===== src/rtl/population_evaluation_scheduler_pkg.sv =====
// Shared types and constants for the population evaluation scheduler.
// Fitness is the 35-bit sum of eight 32-bit per-lane error sums.
package population_evaluation_scheduler_pkg;

    localparam int FITNESS_W  = 35;
    localparam int NUM_LANES  = 8;
    localparam int LANE_W     = 32;
    localparam int LANE_CNT_W = 3;

    typedef enum logic [2:0] {
        IDLE,
        FETCH,
        START,
        RUN,
        SUM,
        RECORD,
        RELEASE,
        BATCH_DONE
    } state_t;

endpackage


===== src/rtl/population_evaluation_scheduler_fitness_accumulator.sv =====
// Serial 8-lane adder: one lane per cycle after start.
// done is high during the final add; sum is complete the following cycle.
module fitness_accumulator
    import population_evaluation_scheduler_pkg::*;
(
    input  logic                             clk,
    input  logic                             rst,
    input  logic                             start,
    input  logic [NUM_LANES-1:0][LANE_W-1:0] lanes,
    output logic                             done,
    output logic [FITNESS_W-1:0]             sum
);

    logic                  busy;
    logic [LANE_CNT_W-1:0] lane;

    always_ff @(posedge clk or posedge rst) begin
        if (rst) begin
            busy <= 1'b0;
            lane <= '0;
            sum  <= '0;
        end else if (start) begin
            busy <= 1'b1;
            lane <= '0;
            sum  <= '0;
        end else if (busy) begin
            sum  <= sum + FITNESS_W'(lanes[lane]);
            lane <= lane + LANE_CNT_W'(1);
            if (done) begin
                busy <= 1'b0;
            end
        end
    end

    assign done = busy && (lane == LANE_CNT_W'(NUM_LANES - 1));

endmodule


===== src/rtl/population_evaluation_scheduler.sv =====
// Walks a population through the processor, records each fitness
// and tracks the lowest-fitness chromosome of the batch.
module population_evaluation_scheduler
    import population_evaluation_scheduler_pkg::*;
#(
    parameter int IDX_W      = 8,
    parameter int RD_LATENCY = 2,
    parameter int WATCHDOG   = 2000000
) (
    input  logic                             iClock,
    input  logic                             iReset,
    input  logic                             iStartBatch,
    input  logic [IDX_W-1:0]                 iPopulationSize,
    output logic [IDX_W-1:0]                 oChromIndex,
    output logic                             oStartProcessing,
    input  logic                             iReadyToProcess,
    input  logic                             iDoneProcessing,
    output logic                             oDoneProcessingFeedback,
    input  logic [NUM_LANES-1:0][LANE_W-1:0] iErrorSums,
    output logic                             oFitnessWrite,
    output logic [IDX_W-1:0]                 oFitnessAddr,
    output logic [FITNESS_W-1:0]             oFitnessValue,
    output logic [IDX_W-1:0]                 oBestIndex,
    output logic [FITNESS_W-1:0]             oBestFitness,
    output logic                             oBusy,
    output logic                             oBatchDone,
    output logic                             oStall
);

    localparam int LAT_W = $clog2(RD_LATENCY + 2);
    localparam int WD_W  = $clog2(WATCHDOG + 2);
    localparam logic [LAT_W-1:0] LAT_MAX = LAT_W'(RD_LATENCY);
    localparam logic [WD_W-1:0]  WD_MAX  = WD_W'(WATCHDOG);

    state_t                 state;
    state_t                 next_state;
    logic [IDX_W-1:0]       size;
    logic [IDX_W-1:0]       index;
    logic [IDX_W-1:0]       best_idx;
    logic [LAT_W-1:0]       lat_cnt;
    logic [WD_W-1:0]        wd_cnt;
    logic [FITNESS_W-1:0]   best;
    logic [FITNESS_W-1:0]   acc;
    logic                   stall;
    logic                   lat_done;
    logic                   last_idx;
    logic                   acc_start;
    logic                   acc_done;
    logic                   accept;

    assign lat_done  = (lat_cnt == LAT_MAX);
    assign last_idx  = (index == size - IDX_W'(1));
    assign acc_start = (state == RUN) && iDoneProcessing;
    assign accept    = iStartBatch &&
                       ((state == IDLE) || (state == BATCH_DONE));

    fitness_accumulator u_acc (
        .clk   (iClock),
        .rst   (iReset),
        .start (acc_start),
        .lanes (iErrorSums),
        .done  (acc_done),
        .sum   (acc)
    );

    always_ff @(posedge iClock or posedge iReset) begin
        if (iReset) begin
            state <= IDLE;
        end else begin
            state <= next_state;
        end
    end

    always_comb begin
        next_state = state;
        unique case (state)
            IDLE, BATCH_DONE: begin
                if (iStartBatch) begin
                    next_state = (iPopulationSize == '0) ? BATCH_DONE : FETCH;
                end
            end
            FETCH: begin
                if (lat_done && iReadyToProcess) begin
                    next_state = START;
                end
            end
            START: next_state = RUN;
            RUN: begin
                if (iDoneProcessing) begin
                    next_state = SUM;
                end
            end
            SUM: begin
                if (acc_done) begin
                    next_state = RECORD;
                end
            end
            RECORD: next_state = RELEASE;
            RELEASE: begin
                if (iReadyToProcess) begin
                    next_state = last_idx ? BATCH_DONE : FETCH;
                end
            end
            default: next_state = IDLE;
        endcase
    end

    always_comb begin
        oStartProcessing        = 1'b0;
        oDoneProcessingFeedback = 1'b0;
        oFitnessWrite           = 1'b0;
        oBusy                   = 1'b1;
        oBatchDone              = 1'b0;
        unique case (state)
            IDLE:       oBusy = 1'b0;
            BATCH_DONE: begin
                oBusy      = 1'b0;
                oBatchDone = 1'b1;
            end
            START:      oStartProcessing = 1'b1;
            RECORD:     oFitnessWrite = 1'b1;
            RELEASE:    oDoneProcessingFeedback = 1'b1;
            default:    oBusy = 1'b1;
        endcase
    end

    // Batch bookkeeping: index, fetch latency, watchdog and best tracking.
    always_ff @(posedge iClock or posedge iReset) begin
        if (iReset) begin
            size     <= '0;
            index    <= '0;
            lat_cnt  <= '0;
            wd_cnt   <= '0;
            stall    <= 1'b0;
            best     <= '1;
            best_idx <= '0;
        end else begin
            if (accept) begin
                size     <= iPopulationSize;
                index    <= '0;
                lat_cnt  <= '0;
                stall    <= 1'b0;
                best     <= '1;
                best_idx <= '0;
            end
            if (state == FETCH && !lat_done) begin
                lat_cnt <= lat_cnt + LAT_W'(1);
            end
            if (state == START) begin
                wd_cnt <= '0;
            end
            if (state == RUN) begin
                if (wd_cnt < WD_MAX) begin
                    wd_cnt <= wd_cnt + WD_W'(1);
                end else begin
                    stall <= 1'b1;
                end
            end
            if (state == RECORD && acc < best) begin
                best     <= acc;
                best_idx <= index;
            end
            if (state == RELEASE && iReadyToProcess && !last_idx) begin
                index   <= index + IDX_W'(1);
                lat_cnt <= '0;
            end
        end
    end

    assign oChromIndex   = index;
    assign oFitnessAddr  = index;
    assign oFitnessValue = acc;
    assign oBestIndex    = best_idx;
    assign oBestFitness  = best;
    assign oStall        = stall;

endmodule


===== config.mk =====
export PLATFORM = sky130hd
export DESIGN_NAME = population_evaluation_scheduler
export DESIGN_NICKNAME = d
export VERILOG_FILES = /design/src/rtl/population_evaluation_scheduler_pkg.sv /design/src/rtl/population_evaluation_scheduler_fitness_accumulator.sv /design/src/rtl/population_evaluation_scheduler.sv
export SDC_FILE = /design/constraint.sdc
export NUM_CORES = 1
export LEC_CHECK = 0
export ABC_AREA = 1
export CORE_ASPECT_RATIO = 1.2
export CORE_MARGIN = 1
export CORE_UTILIZATION = 48
export DETAILED_ROUTE_END_ITERATION = 7
export PLACE_DENSITY = 0.91
export SETUP_SLACK_MARGIN = 0.02
export SLEW_MARGIN = 20
export SYNTH_ARGS = -nofsm -noshare
export SYNTH_HDL_FRONTEND = slang
export SYNTH_SLANG_ARGS = --single-unit

===== constraint.sdc =====
create_clock -name iClock -period 5.35 [get_ports iClock]
set_input_delay 0.8025 -clock iClock [delete_from_list [all_inputs] [get_ports iClock]]
set_output_delay 0.8025 -clock iClock [all_outputs]
set_load 0.05 [all_outputs]

# Yosys cells after proc, flatten, opt, wreduce, memory -nomap -nowiden
# Cells that the tools add are included.
word_totals:
  regBits: 125
  input_bits: 269
  output_inout_bits: 100
  word_cells: 90
classes:
  n_addsub: 6
  order_cmp: 3
  n_eq_ne: 15
  n_mux: 36
  n_reduce_logical: 19
ops:
  columns: ["op", "n"]
  rows:
  - ["2-to-1 mux 35 bit", 4]
  - ["binary-select mux 32 bit (select 3 bit)", 1]
  - ["2-to-1 mux 21 bit", 3]
  - ["adder 35 x 32 -> 35 bit", 1]
  - ["less-than comparator 35 bit", 1]
  - ["2-to-1 mux 32 bit", 1]
  - ["2-to-1 mux 3 bit", 9]
  - ["2-to-1 mux 8 bit", 3]
  - ["adder 21 x 1 -> 21 bit (second input constant)", 1]
  - ["less-than comparator 21 bit (second input constant)", 1]
  - ["one-hot mux 3 bit (7 select lines)", 1]
  - ["equality test 3 bit (second input constant)", 5]
  - ["2-to-1 mux 1 bit", 11]
  - ["adder 8 x 1 -> 8 bit (second input constant)", 1]
  - ["equality test 8 bit", 1]
  - ["logical AND 1 bit", 8]
  - ["zero test 8 bit", 1]
  - ["!= test 2 bit (second input constant)", 4]
  - ["subtractor 8 x 1 -> 8 bit (second input constant)", 1]
  - ["equality test 3 x 2 -> 1 bit (second input constant)", 2]
  - ["2-to-1 mux 2 bit", 3]
  - ["nonzero test 2 bit", 3]
  - ["AND reduction 5 bit", 1]
  - ["less-than comparator 3 x 4 -> 1 bit (second input constant)", 1]
  - ["10 further kinds", 11]

# Depth between registers and ports, before layout
depth:
  ltp_word: 6
  ltp_mapped: 22
  ltp_nobuf: 20

# Modules after synthesis
# A second synthesis with hierarchy kept.
unflattened:
  cells_unflattened: 1921
  area_unflattened_um2: 11964.0
by_module_without_submodules:
  columns: ["module", "instances", "cells_each", "area_per_inst_um2", "seq_area_each_um2"]
  rows:
  - ["population_evaluation_scheduler", 1, 842, 6033.3, 2195.9]
  - ["fitness_accumulator", 1, 1079, 5930.7, 975.9]

# Worst setup path after synthesis
# OpenSTA, ideal clock, no wires.
synth_path:
  path_kind: "reg2reg"
  startpoint: "register u_acc.lane[0]"
  endpoint: "register u_acc.sum[18]"
  setup_time_ns: 0.076
  t_arrival_ns: 2.703
  t_required_ns: 5.274
  setup_slack_ns: 2.571
  stages_incl_launch_ff: 18
  n_path_buf: 3
  period_less_slack_ns: 2.779
  cell_sequence: "dfrtp_1 inv_2 buf_2 buf_2 clkbuf_1 o21ai_0 a31oi_1 ha_1 fa_1 nand3_1 nand3_1 a21oi_1 o21ai_1 nand2_1 nand2_1 nand2_1 nand2_1 o21ai_1"
synth_between:
  elab_chain_len: 5
synth_lines:
  columns: ["item", "line", "source"]
  rows:
  - ["from (decl)", "population_evaluation_scheduler_fitness_accumulator.sv:15", "logic [LANE_CNT_W-1:0] lane;"]
  - ["from (signal assigned)", "population_evaluation_scheduler_fitness_accumulator.sv:28", "lane <= lane + LANE_CNT_W'(1);"]
  - ["binary-select mux 32 bit (select 3 bit)", "population_evaluation_scheduler_fitness_accumulator.sv:27", "sum <= sum + FITNESS_W'(lanes[lane]);"]
  - ["2-to-1 mux 32 bit (implied by the code)", "population_evaluation_scheduler_fitness_accumulator.sv:27", null]
  - ["adder 35 x 32 -> 35 bit", "population_evaluation_scheduler_fitness_accumulator.sv:27", null]
  - ["2-to-1 mux 35 bit", "population_evaluation_scheduler_fitness_accumulator.sv:26", "end else if (busy) begin"]
  - ["2-to-1 mux 35 bit", "population_evaluation_scheduler_fitness_accumulator.sv:22", "end else if (start) begin"]
  - ["to (signal assigned)", "population_evaluation_scheduler_fitness_accumulator.sv:27", null]
  - ["to (decl)", "population_evaluation_scheduler_fitness_accumulator.sv:11", "output logic [FITNESS_W-1:0] sum"]
# Every way passes these cells. The select of a mux whose other input is x is not followed.
# A chain may end at the register's enable or synchronous reset.

# Worst setup path in the final report
layout_path:
  startpoint: "register u_acc.lane[0]"
  endpoint: "register u_acc.sum[30]"
# Same word-level chain as after synthesis.

==> results.tsv <==
stage	metric	value	unit
status	outcome	completed	
timing	Max Transition Viols Final	0	
clock_tree	number of resized instances in the post-cts repair step	0	
clock_tree	TritonCTS Buffers	17	
min_path	worst min-delay path category	reg -> reg	
clock_tree	# H-tree levels	4	
finish	Register Area	3180	sq um
synth	number of synthesized flops with an enable pin	0	
flow_run	max cap viols	0	
timing	share of the cycle needed by the critical path after routing	0.812	
synth	Netlist cell types	41	
finish	multi-input combinational cell area	7030	sq um
timing	number of setup violations in the final report	0	
worst_setup_path	maximum net fanout on the critical path	90	
grt	remaining global-route overflow	0	
timing	WHS	0.500	ns
floorplan	Die X-Extent	144	um
synth	combinational family with the most area after synthesis	simple AND/OR/NAND/NOR gates	
timing	worst clock skew	0.0105	ns
routing	Pre-antenna DRT Iters	6	
synth	number of storage elements in the synthesis netlist	125	
floorplan	Die Y	172	um
worst_setup_path	Arrival @ worst endpoint	4.65	ns
routing	routed wirelength normalized by instance count	19.0	um
clock_tree	CTS clk-pin slew, worst paths	0.06	ns
power_and_ir_drop	leakage power	7.64	nW
floorplan	effective utilization at floorplan	0.495	
clock_tree	Post-CTS Hold Fix Bufs	0	
finish	Fill cells	2105	
grt	global-route wire length before repair	73.0	mm
clock_tree	post-CTS repair timing setup buffer count	0	
power_and_ir_drop	peak supply drop	0.420	mV
timing	maximum clock frequency	230	MHz
clock_tree	root buffer selected by CTS	sky130_fd_sc_hd__clkbuf_16	
timing	worst relative slew slack	0.307	
timing	slew of the pin with the lowest slew margin	1.04	ns
floorplan	I/O pin cnt	369	
routing	number of vias in the routed layout	14231	
synth	Syn Nets	2234	
power_and_ir_drop	power density over the cells	745	nW/um^2
floorplan	Std-Cell Core Area	23400	sq um
synth	fraction of synthesized area in multiplexers	0	
routing	mean number of vias per cell	5.62	
grt	pin count of the biggest net entering global routing	91	
synth	xor-xnor portion of the synthesized cell area	0.00831	
synth	Post-Synthesis Cells	1892	
grt	initial antenna violation count	6	
clock_tree	clock tree from TritonCTS	done	
grt	total routing resource utilization after global routing	0.393	
synth	post-synthesis async set-or-reset flop share	1.00	
routing	total length of routed wires	48.1	mm
synth	cell area after synthesis	11600	sq um
synth	synthesized-area fraction occupied by adder cells	0.0794	
worst_setup_path	required time of the worst setup path	5.66	ns
power_and_ir_drop	Total Power	11.9	mW
worst_setup_path	type of the worst setup path	reg -> reg	
routing	remaining design rule violation count	0	
timing	final critical delay including setup and external delays	4.34	ns
synth	primary flip-flop cell chosen by synthesis mapping	sky130_fd_sc_hd__dfrtp_1	
clock_tree	buffer levels on the longest clock path	2	
finish	share of cells above drive strength 1	0.0506	
synth	proportion of synthesized chip area in sequential cells	0.274	
place	Detail Placement HPWL	37.2	mm
timing	Hold Fails Final Rpt	0	
finish	number of nets in the layout	2543	
routing	Detailed Route Iter0 Violations	1070	
place	final estimated routing congestion in global placement	1.06	
synth	share of synthesized cell area in and, or, nand and nor gates	0.349	
synth	Compound-Gate Fraction of Synth Area	0.169	
finish	relative area change from synthesis to final layout	37.4	%
worst_setup_path	kind of start point of the critical path	flip-flop	
grt	via count of the first global-routing pass	13531	
timing	RSZ-0062 raised after global routing	no	
synth	Avg Synthesized Cell Area	6.13	sq um
place	buffers added on ports	368	
timing	Total Neg Setup Slack	0	ns
clock_tree	# clock sinks	125	
floorplan	std cell rows	61	
synth	number of warnings reported in the yosys synthesis log	0	
clock_tree	Worst-Skew Late Latency	0.43	ns
floorplan	Die Area	24800	sq um
worst_setup_path	sort of element at the end of the critical path	flip-flop	
routing	antenna-violating nets left	0	
Yosys cell counts (all sizes together), types with 9 or more instances:
master  instances  area (sq um)
nor2          347          1320
a31oi          32           200
clkbuf         49           184
ha             72           901
o22ai          38           238
o21bai          9          67.6
o21ai         206          1030
inv           258           968
nand3         134           681
nand2         410          1540
dfstp          35           920
a21oi          68           344
buf            41           241
nor3           15          86.3
dfrtp          90          2250
nand4          48           307
cell usage in the layout, fill, tap and decap left out, drive strengths merged, types with 5 or more instances in the layout:
cell	count
nand2	410
clkdlybuf4s50	368
nor2	347
inv	258
o21ai	206
nand3	134
dfrtp	90
ha	72
a21oi	68
nand4	48
o22ai	38
dfstp	35
a31oi	32
clkbuf	19
nor3	15
buf	12
o21bai	9
clkinv	9
xor2	7
nand3b	6
a21o	6
nor4	5
state kept, by name, indices dropped and copies added, names as in the netlist:
signal,cells
oBestFitness,35
u_acc.sum,35
wd_cnt,21
oBestIndex,8
oChromIndex,8
size,8
state,3
u_acc.lane,3
lat_cnt,2
oStall,1
u_acc.busy,1
area by class of cell:
cell class / instances / share of cell area
well taps: 315 / 0.0247
inverters: 258 / 0.0610
repair buffers: 380 / 0.237
clock buffers: 19 / 0.0272
flip-flops and latches: 125 / 0.199
clock inverters: 12 / 0.00919
diodes: 4 / 0.000628
multi-input cells: 1419 / 0.441
kinds of logic (layout without fill, tap and decap cells):
family | count (synthesis) | after routing
DFF | 125 | 125
AOI/OAI and AO/OA | 364 | 364
other | 0 | 4
buffers and inverters | 348 | 669
xor gates and xnor gates | 11 | 11
and+or+nand+nor | 971 | 971
adders and majority gates | 73 | 73
worst max-delay path, stage by stage, from the launching register on:
cell and delay (ns):
sky130_fd_sc_hd__dfrtp_4 0.99, sky130_fd_sc_hd__clkinv_2 0.13, sky130_fd_sc_hd__buf_4 0.36, sky130_fd_sc_hd__o21ai_0 0.51, sky130_fd_sc_hd__a31oi_1 0.21, sky130_fd_sc_hd__ha_1 0.33
sky130_fd_sc_hd__fa_1 0.49, sky130_fd_sc_hd__nand3_1 0.13, sky130_fd_sc_hd__nand3_1 0.13, sky130_fd_sc_hd__a21oi_1 0.32, sky130_fd_sc_hd__o21ai_1 0.21, sky130_fd_sc_hd__nand2_1 0.13
sky130_fd_sc_hd__nand3_1 0.08, sky130_fd_sc_hd__nand3_1 0.09, sky130_fd_sc_hd__nand2_1 0.07
per-layer routing:
metal	track usage	vias up	routed length [um]
met5	0	-	31
met4	0.254	4	3220
met3	0.119	181	4760
met2	0.649	727	22300
met1	0.437	6531	17800
li1	-	6788	-
final timing paths:
path | startpoint | end | slack, ns | cells past startpoint
min reg2reg | lat_cnt[0]$_DFFE_PP0P_ | lat_cnt[0]$_DFFE_PP0P_ | 0.50 | 1
max reg2reg | u_acc.lane[0]$_DFFE_PP0P_ | u_acc.sum[30]$_DFFE_PP0P_ | 1.01 | 14
max in group asynchronous | iReset | oBestFitness[24]$_DFFE_PP1P_ | 3.35 | 3
min | lat_cnt[0]$_DFFE_PP0P_ | lat_cnt[0]$_DFFE_PP0P_ | 0.50 | 1
max | u_acc.lane[0]$_DFFE_PP0P_ | u_acc.sum[30]$_DFFE_PP0P_ | 1.01 | 14
min in group asynchronous | iReset | u_acc.sum[0]$_DFFE_PP0P_ | 0.93 | 2
per-stage QoR:
stage,std cells,instance area (sq um),setup WS [ns],utilization
after floorplan,1892,11600,1.28,-
after global placement,2497,15300,1.17,0.655
after detailed placement,2497,15300,1.15,0.655
after CTS,2528,15900,1.13,0.680
after global routing,2529,15900,0.803,0.680
final,2532,15900,1.01,0.680
power by group:
part / internal [mW] / switching (mW)
combinational: 2.86 / 5.86
sequential: 1.39 / 0.583
clock: 0.727 / 0.445
total: 4.98 / 6.89
Power figures use the tool's default switching activity.
